`src/rtl/ascii_uart_tx.sv`:
```
// ascii_uart_tx: serializes a captured 4-character ASCII word (MSB character
// first, optionally followed by CR/LF) as back-to-back 8N1 UART frames.
module ascii_uart_tx #(
    parameter int unsigned CLKS_PER_BIT = 868,
    parameter bit          APPEND_CRLF  = 1'b1
) (
    input  logic        clk,
    input  logic        rst,
    input  logic [31:0] ascii_in,
    input  logic        ascii_valid,
    output logic        tx,
    output logic        busy,
    output logic        done,
    output logic        overrun
);

    localparam int unsigned BaudW   = (CLKS_PER_BIT > 1) ? $clog2(CLKS_PER_BIT) : 1;
    localparam logic [BaudW-1:0] BaudMax = BaudW'(CLKS_PER_BIT - 1);
    // Index of the final byte of a message: 4 digits, plus CR and LF if enabled
    localparam logic [2:0]  LastIdx = APPEND_CRLF ? 3'd5 : 3'd3;

    typedef enum logic [1:0] {StIdle, StStart, StData, StStop} state_e;

    state_e            state_q, state_d;
    logic [BaudW-1:0]  baud_q, baud_d;
    logic [2:0]        bit_idx_q, bit_idx_d;
    logic [2:0]        byte_idx_q, byte_idx_d;
    logic [31:0]       buf_q, buf_d;
    // Holds the bits of the current byte not yet placed on the line
    logic [6:0]        shift_q, shift_d;
    logic              tx_q, tx_d;
    logic              busy_q, busy_d;
    logic              done_q, done_d;
    logic              overrun_q, overrun_d;
    logic              valid_q;

    logic              rise;
    logic              bit_end;
    logic [7:0]        cur_byte;

    assign rise    = ascii_valid & ~valid_q;
    assign bit_end = (baud_q == BaudMax);

    assign tx      = tx_q;
    assign busy    = busy_q;
    assign done    = done_q;
    assign overrun = overrun_q;

    // Select the byte of the message addressed by byte_idx
    always_comb begin
        unique case (byte_idx_q)
            3'd0:    cur_byte = buf_q[31:24];
            3'd1:    cur_byte = buf_q[23:16];
            3'd2:    cur_byte = buf_q[15:8];
            3'd3:    cur_byte = buf_q[7:0];
            3'd4:    cur_byte = 8'h0D;
            default: cur_byte = 8'h0A;
        endcase
    end

    // Next-state, counters and registered-output next values
    always_comb begin
        state_d    = state_q;
        baud_d     = baud_q;
        bit_idx_d  = bit_idx_q;
        byte_idx_d = byte_idx_q;
        buf_d      = buf_q;
        shift_d    = shift_q;
        tx_d       = tx_q;
        busy_d     = busy_q;
        done_d     = 1'b0;
        overrun_d  = 1'b0;

        unique case (state_q)
            StIdle: begin
                tx_d = 1'b1;
                if (rise) begin
                    buf_d      = ascii_in;
                    byte_idx_d = 3'd0;
                    baud_d     = '0;
                    busy_d     = 1'b1;
                    tx_d       = 1'b0;
                    state_d    = StStart;
                end
            end
            StStart: begin
                if (bit_end) begin
                    baud_d    = '0;
                    bit_idx_d = 3'd0;
                    shift_d   = cur_byte[7:1];
                    tx_d      = cur_byte[0];
                    state_d   = StData;
                end else begin
                    baud_d = baud_q + 1'b1;
                end
            end
            StData: begin
                if (bit_end) begin
                    baud_d = '0;
                    if (bit_idx_q == 3'd7) begin
                        tx_d    = 1'b1;
                        state_d = StStop;
                    end else begin
                        bit_idx_d = bit_idx_q + 3'd1;
                        tx_d      = shift_q[0];
                        shift_d   = {1'b0, shift_q[6:1]};
                    end
                end else begin
                    baud_d = baud_q + 1'b1;
                end
            end
            StStop: begin
                if (bit_end) begin
                    baud_d = '0;
                    if (byte_idx_q < LastIdx) begin
                        byte_idx_d = byte_idx_q + 3'd1;
                        tx_d       = 1'b0;
                        state_d    = StStart;
                    end else begin
                        tx_d    = 1'b1;
                        busy_d  = 1'b0;
                        done_d  = 1'b1;
                        state_d = StIdle;
                    end
                end else begin
                    baud_d = baud_q + 1'b1;
                end
            end
            default: begin
                tx_d    = 1'b1;
                busy_d  = 1'b0;
                state_d = StIdle;
            end
        endcase

        // A new word arriving mid-message is dropped, not queued
        if (rise && (state_q != StIdle)) begin
            overrun_d = 1'b1;
        end
    end

    // State and output registers
    always_ff @(posedge clk or posedge rst) begin
        if (rst) begin
            state_q    <= StIdle;
            baud_q     <= '0;
            bit_idx_q  <= 3'd0;
            byte_idx_q <= 3'd0;
            buf_q      <= 32'd0;
            shift_q    <= 7'd0;
            tx_q       <= 1'b1;
            busy_q     <= 1'b0;
            done_q     <= 1'b0;
            overrun_q  <= 1'b0;
            valid_q    <= 1'b0;
        end else begin
            state_q    <= state_d;
            baud_q     <= baud_d;
            bit_idx_q  <= bit_idx_d;
            byte_idx_q <= byte_idx_d;
            buf_q      <= buf_d;
            shift_q    <= shift_d;
            tx_q       <= tx_d;
            busy_q     <= busy_d;
            done_q     <= done_d;
            overrun_q  <= overrun_d;
            valid_q    <= ascii_valid;
        end
    end

endmodule

```
`config.mk`:
```
export PLATFORM = sky130hd
export DESIGN_NAME = ascii_uart_tx
export DESIGN_NICKNAME = d
export VERILOG_FILES = /design/src/rtl/ascii_uart_tx.sv
export SDC_FILE = /design/constraint.sdc
export NUM_CORES = 1
export LEC_CHECK = 0
export CORE_MARGIN = 4
export CORE_UTILIZATION = 45
export DETAILED_ROUTE_END_ITERATION = 12
export GPL_TIMING_DRIVEN = 1
export PLACE_DENSITY = 0.78
export SETUP_SLACK_MARGIN = 0.1
export SLEW_MARGIN = 20
export SYNTH_ARGS = -nofsm -noshare
export SYNTH_HDL_FRONTEND = slang
export SYNTH_SLANG_ARGS = --single-unit
```
`constraint.sdc`:
```
create_clock -name clk -period 3.6 [get_ports clk]
set_input_delay 0.72 -clock clk [delete_from_list [all_inputs] [get_ports clk]]
set_output_delay 0.72 -clock clk [all_outputs]
set_load 0.01 [all_outputs]
```
# Word-level counts from Yosys, hierarchy flattened
# Cells that the tools add are included.
[op_classes]
n_eq_ne = 17
order_cmp = 1
muxes = 37
bitwise = 2
add_sub_neg = 3
n_reduce_logical = 13
[ops]
columns = ["operator", "count"]
rows = [
  ["8-bit case mux with 5 select lines", 1],
  ["7-bit two-way mux", 3],
  ["10-bit two-way mux", 2],
  ["10-bit case mux with 2 select lines", 1],
  ["3-bit two-way mux", 6],
  ["2-bit != test (second input constant)", 8],
  ["7-bit case mux with 2 select lines", 1],
  ["1-bit two-way mux", 13],
  ["3-bit case mux with 2 select lines", 2],
  ["4-bit AND reduction", 3],
  ["10-bit by 1-bit adder with 10-bit output (second input constant)", 1],
  ["10-bit equality test (second input constant)", 1],
  ["2-bit two-way mux", 5],
  ["2-bit case mux with 4 select lines", 1],
  ["3-bit by 1-bit adder with 3-bit output (second input constant)", 2],
  ["3-bit by 2-bit equality test with 1-bit output (second input constant)", 2],
  ["3-bit equality test (second input constant)", 2],
  ["2-bit nonzero test", 3],
  ["5-bit AND reduction", 1],
  ["2-bit equality test (second input constant)", 2],
  ["1-bit case mux with 4 select lines", 1],
  ["3-bit by 1-bit equality test with 1-bit output (second input constant)", 1],
  ["3-bit zero test", 1],
  ["3-bit < comparator (second input constant)", 1],
  ["9 further kinds", 9],
]
[totals]
out_inout_bits = 4
regBits = 62
inputBits = 35

# Logic depth before layout (Yosys ltp)
[depth]
ltp_word = 4
depth_mapped = 7

# Least setup slack after synthesis
# Ideal clock, no wire load.
[synth_path]
path_kind = "flip-flop to flip-flop"
start = "register state_q[0]"
end = "register state_q[1]"
setup_ns = 0.128
setup_slack_ns = 1.697
required_time_ns = 3.472
stages_incl_launch_ff = 8
t_arrival_ns = 1.775
cell_sequence = "dfrtp_1 inv_1 ha_1 buf_2 nor3_1 a31oi_4 nor3_2 mux2_1"
[synth_between]
elab_chain_len = 3
elab_cells_between_ends = 11
cone_classes = "eq/ne (8); mux (1); reduce/logical (2)"
[synth_lines]
columns = ["item", "line", "rtl"]
rows = [
  ["start, declared", "24", "state_e state_q, state_d;"],
  ["start signal, assigned", "145", "state_q <= StIdle;"],
  ["start signal, assigned", "157", "state_q <= state_d;"],
  ["2-bit equality test, or another cell as far along", "74", "unique case (state_q)"],
  ["2-bit != test (no line)", "n/a", ""],
  ["5-bit AND reduction (no line)", "n/a", ""],
]
# Several ways; a longest one is shown, not always the timed one.
# A chain may end at the register's enable or synchronous reset.

# Final worst setup path
[layout_path]
start = "register state_q[0]"
end = "register shift_q[4]"
[layout_between]
elab_chain_len = 3
elab_cells_between_ends = 8
cone_classes = "eq/ne (5); mux (1); reduce/logical (2)"
[layout_lines]
columns = ["item", "line", "rtl"]
rows = [
  ["2-bit equality test / 2-bit by 1-bit equality test with 1-bit output (equally long branches)", "74", ""],
  ["2-bit != test (no line) / 2-bit nonzero test (equally long branches)", "n/a", ""],
  ["4-bit AND reduction (no line)", "n/a", ""],
  ["end signal, assigned", "162", "shift_q <= shift_d;"],
  ["end, declared", "30", "logic [6:0] shift_q, shift_d;"],
]
# Several ways; a longest one is shown, not always the timed one.

==> summary.txt <==
Synthesis
  • Post-synth EDFFs: 0
  • Synth Flop Type: dfrtp_1
  • Synth unique cells: 57
  • Yosys reg bits: 62
  • Asr flop ratio synth: 100%
  • YS warnings: 0
  • Syn_nets: 314
  • Register area share after synthesis: 50.1%
  • Synthesized area: 3100 um^2
  • Cells after synthesis: about 270
  • Syn avg cell area: 11.7 um^2

CTS
  • Clock buffer depth: 2
  • Worst-path clk slew: 0.07 ns
  • CTS Root Cell: clkbuf_8
  • Number of CTS-inserted buffers: 9
  • Hold-fix buffers, CTS: 0
  • Sink Count: between 60 and 70
  • PostCTS Resize Cnt: 0
  • Number of setup buffers added after CTS: 0
  • CTS H-tree depth: 3
  • CTS tree: yes
  • Clock Latency Late Sink: 0.35 ns

Final layout
  • Area Growth Syn to Fin: 21.9%
  • Non-filler cells, final: around 390
  • Final #Nets: 354
  • Commonest non-fill, non-tap cell in the layout: dfrtp_1
  • Commonest cells after routing, fill and taps aside: dfrtp_1, clkdlybuf4s50_1, mux2_2, nand2_1, o21ai_0
  • Antenna cells: 0
  • Utilization after layout: 57.9%
  • Fraction of layout cells with a size suffix above 1: a little over a fifth

Worst setup path
  • Worst Reg2Reg Path Length in Cells: 6
  • Crit path largest cell delay: roughly 0.44 ns
  • CP Capture Type: flop
  • Startpoint types: flop
  • CP max stage cell: dfrtp_1
  • Worst path required time: 3.80 ns
  • Crit path kind: reg -> reg
  • Number of cells on the critical path: 6
  • Worst EP arrival: ~2.6 ns
  • CP top delay family: compound AO/OA/AOI/OAI gates
  • Worst-path cell chain: inv_1, ha_1, nor2b_1, o2111ai_2, a221oi_1, a21oi_1
  • Buffer and inverter count on the worst path: 1
  • Crit Path Max Fanout: 17

STA
  • Measured slew at the worst slew-check pin: 0.746 ns
  • Slew HR: ~50%
  • RSZ-0062 raised after global routing: false
  • Final worst-path cycle share: 67.3%
  • Fin. max-slew vios: 0
  • Fmax: 413 MHz
  • Final worst-path setup slack: 1.18 ns
  • Final setup skew: 0.0103 ns
  • Setup_tns: 0 ns
  • Fin. Hold Viols: 0
  • Final setup fails: 0
  • Tmin final: ~2.4 ns

Power
  • Pwr dens: 757 nW/um^2
  • Worst IR drop on VDD: roughly 420 uV
  • Leakage: 1.58 nW

Drt
  • Vias: between 2,000 and 2,500
  • Pre-Repair DR Iteration Count: 5
  • DRT iter0 DRCs: 201
  • Routed vias/inst: roughly 5.8
  • Wirelength per Cell: about 17 um
  • DRC: 0
  • Antenna-violating nets left: 0
  • Final wirelength: between 6000 and 7000 um

Global routing
  • GR Util All Layers: 17.0%
  • Largest net degree at the start of global routing: 37
  • First-pass GRT wire length: approximately 11,000 um
  • Vias in the first global route: between 2,000 and 2,500
  • GRT overflow: 0
  • Initial antenna violation count: 0

Place
  • Pre-CTS setup slack: between 1 and 1.5 ns
  • Final Wtd Congestion: 0.792
  • Inst Count DP: 372
  • IO buf count: 38
  • Hpwl dp: 4740 um

Floorplan
  • Die height: 91.0 um
  • Die Wd: 91.0 um
  • Initial Utilization: 47.5%
  • Die area: 8280 um^2
  • Core Area: 6530 um^2
  • Cell Rows: 29
  • Io pins: 39

Worst hold path
  • Hold Crit Class: reg -> reg
  • Worst Hold Depth: 2

Status
  • Status: finished clean

Flow run
  • Max-cap violations: 0
[worst min-delay path, stage by stage, from the launching register on]
cell     delay [ns]
dfstp_2        0.37
nand2_1        0.05
o31ai_1        0.05
[registers in the layout (all words and copies together), names as in the netlist]
| signal | count |
|---|---|
| valid_q | 1 |
| done | 1 |
| buf_q | 32 |
| bit_idx_q | 3 |
| tx | 1 |
| baud_q | 10 |
| busy | 1 |
| shift_q | 7 |
| overrun | 1 |
| state_q | 2 |
| byte_idx_q | 3 |
[power breakdown]
| part | total (W) | switching, W | internal, W |
|---|---|---|---|
| combinational | 0.000968 | 0.000506 | 0.000463 |
| sequential | 0.00112 | 0.000188 | 0.000935 |
| clock | 0.000771 | 0.000288 | 0.000483 |
[routing by layer]
metal / wire, um / vias to the layer above / share of wire (%) / GRT usage, %
met2: 3170 / 63 / 47 / 25.3
met4: 126 / 0 / 1.9 / 6.78
met3: 287 / 11 / 4.3 / 3.22
li1: - / 1056 / - / -
met1: 3110 / 1112 / 46 / 24.4
met5: 0 / - / 0 / 0
[area by class of cell]
class / instances / area, um^2
clock buffer: 10 / 138
sequential: 62 / 1550
multi-input combinational: 178 / 1430
clock inverter: 6 / 115
timing repair buffer: 41 / 403
inverter: 14 / 52.6
tap: 77 / 96.3
fill: 523 / 2750
[logic make-up after synthesis]
family	count (synthesis)	synth area share, %
mux	36	13.0
fa+ha+maj	13	5.24
buf+inv	26	3.99
simple gates	62	11.0
flops	62	50.1
compound gates	61	15.0
xor+xnor	6	1.69
[synth_stat cells (2+ instances only)]
cell type,n,share of area [%]
dfrtp_1,61,49
mux2_2,32,12
nand2_1,19,2.3
o21ai_0,16,2.6
ha_1,13,5.2
inv_1,13,1.6
nor2_1,13,1.6
a21oi_1,7,1.1
nand3_1,6,0.97
a222oi_1,5,1.6
buf_2,5,0.81
a221oi_1,4,1.1
nor2b_1,4,0.81
o211ai_1,4,0.97
and3_1,3,0.61
buf_4,3,0.73
nor3_1,3,0.48
xnor2_1,3,0.85
xor2_1,3,0.85
a211oi_1,2,0.48
clkbuf_1,2,0.24
mux2_1,2,0.73
mux2i_1,2,0.65
nand3b_1,2,0.48
nand4_1,2,0.40
nor3_2,2,0.65
o2111ai_1,2,0.56
o21a_1,2,0.48
o21ba_2,2,0.65
o31ai_1,2,0.48
[stage by stage]
stage	cell area (um^2)	hold WS (ns)	power (W)
after floorplan	3100	0.449	0.00181
after global placement	3530	0.465	0.00205
after detailed placement	3530	0.471	0.00209
after CTS	3780	0.480	0.00286
after global routing	3780	0.501	0.00304
final	3780	0.476	0.00286
[path summary, 6_finish.rpt]
check,startpoint,endpoint,slack [ns]
max,state_q[0],shift_q[4],1.18
min,tx,tx,0.48
max reg2reg,state_q[0],shift_q[4],1.18
min reg2reg,tx,tx,0.48
max in group asynchronous,rst,buf_q[28],2.10
min in group asynchronous,rst,buf_q[22],0.82
No activity file was read; power rests on OpenSTA's default activity.
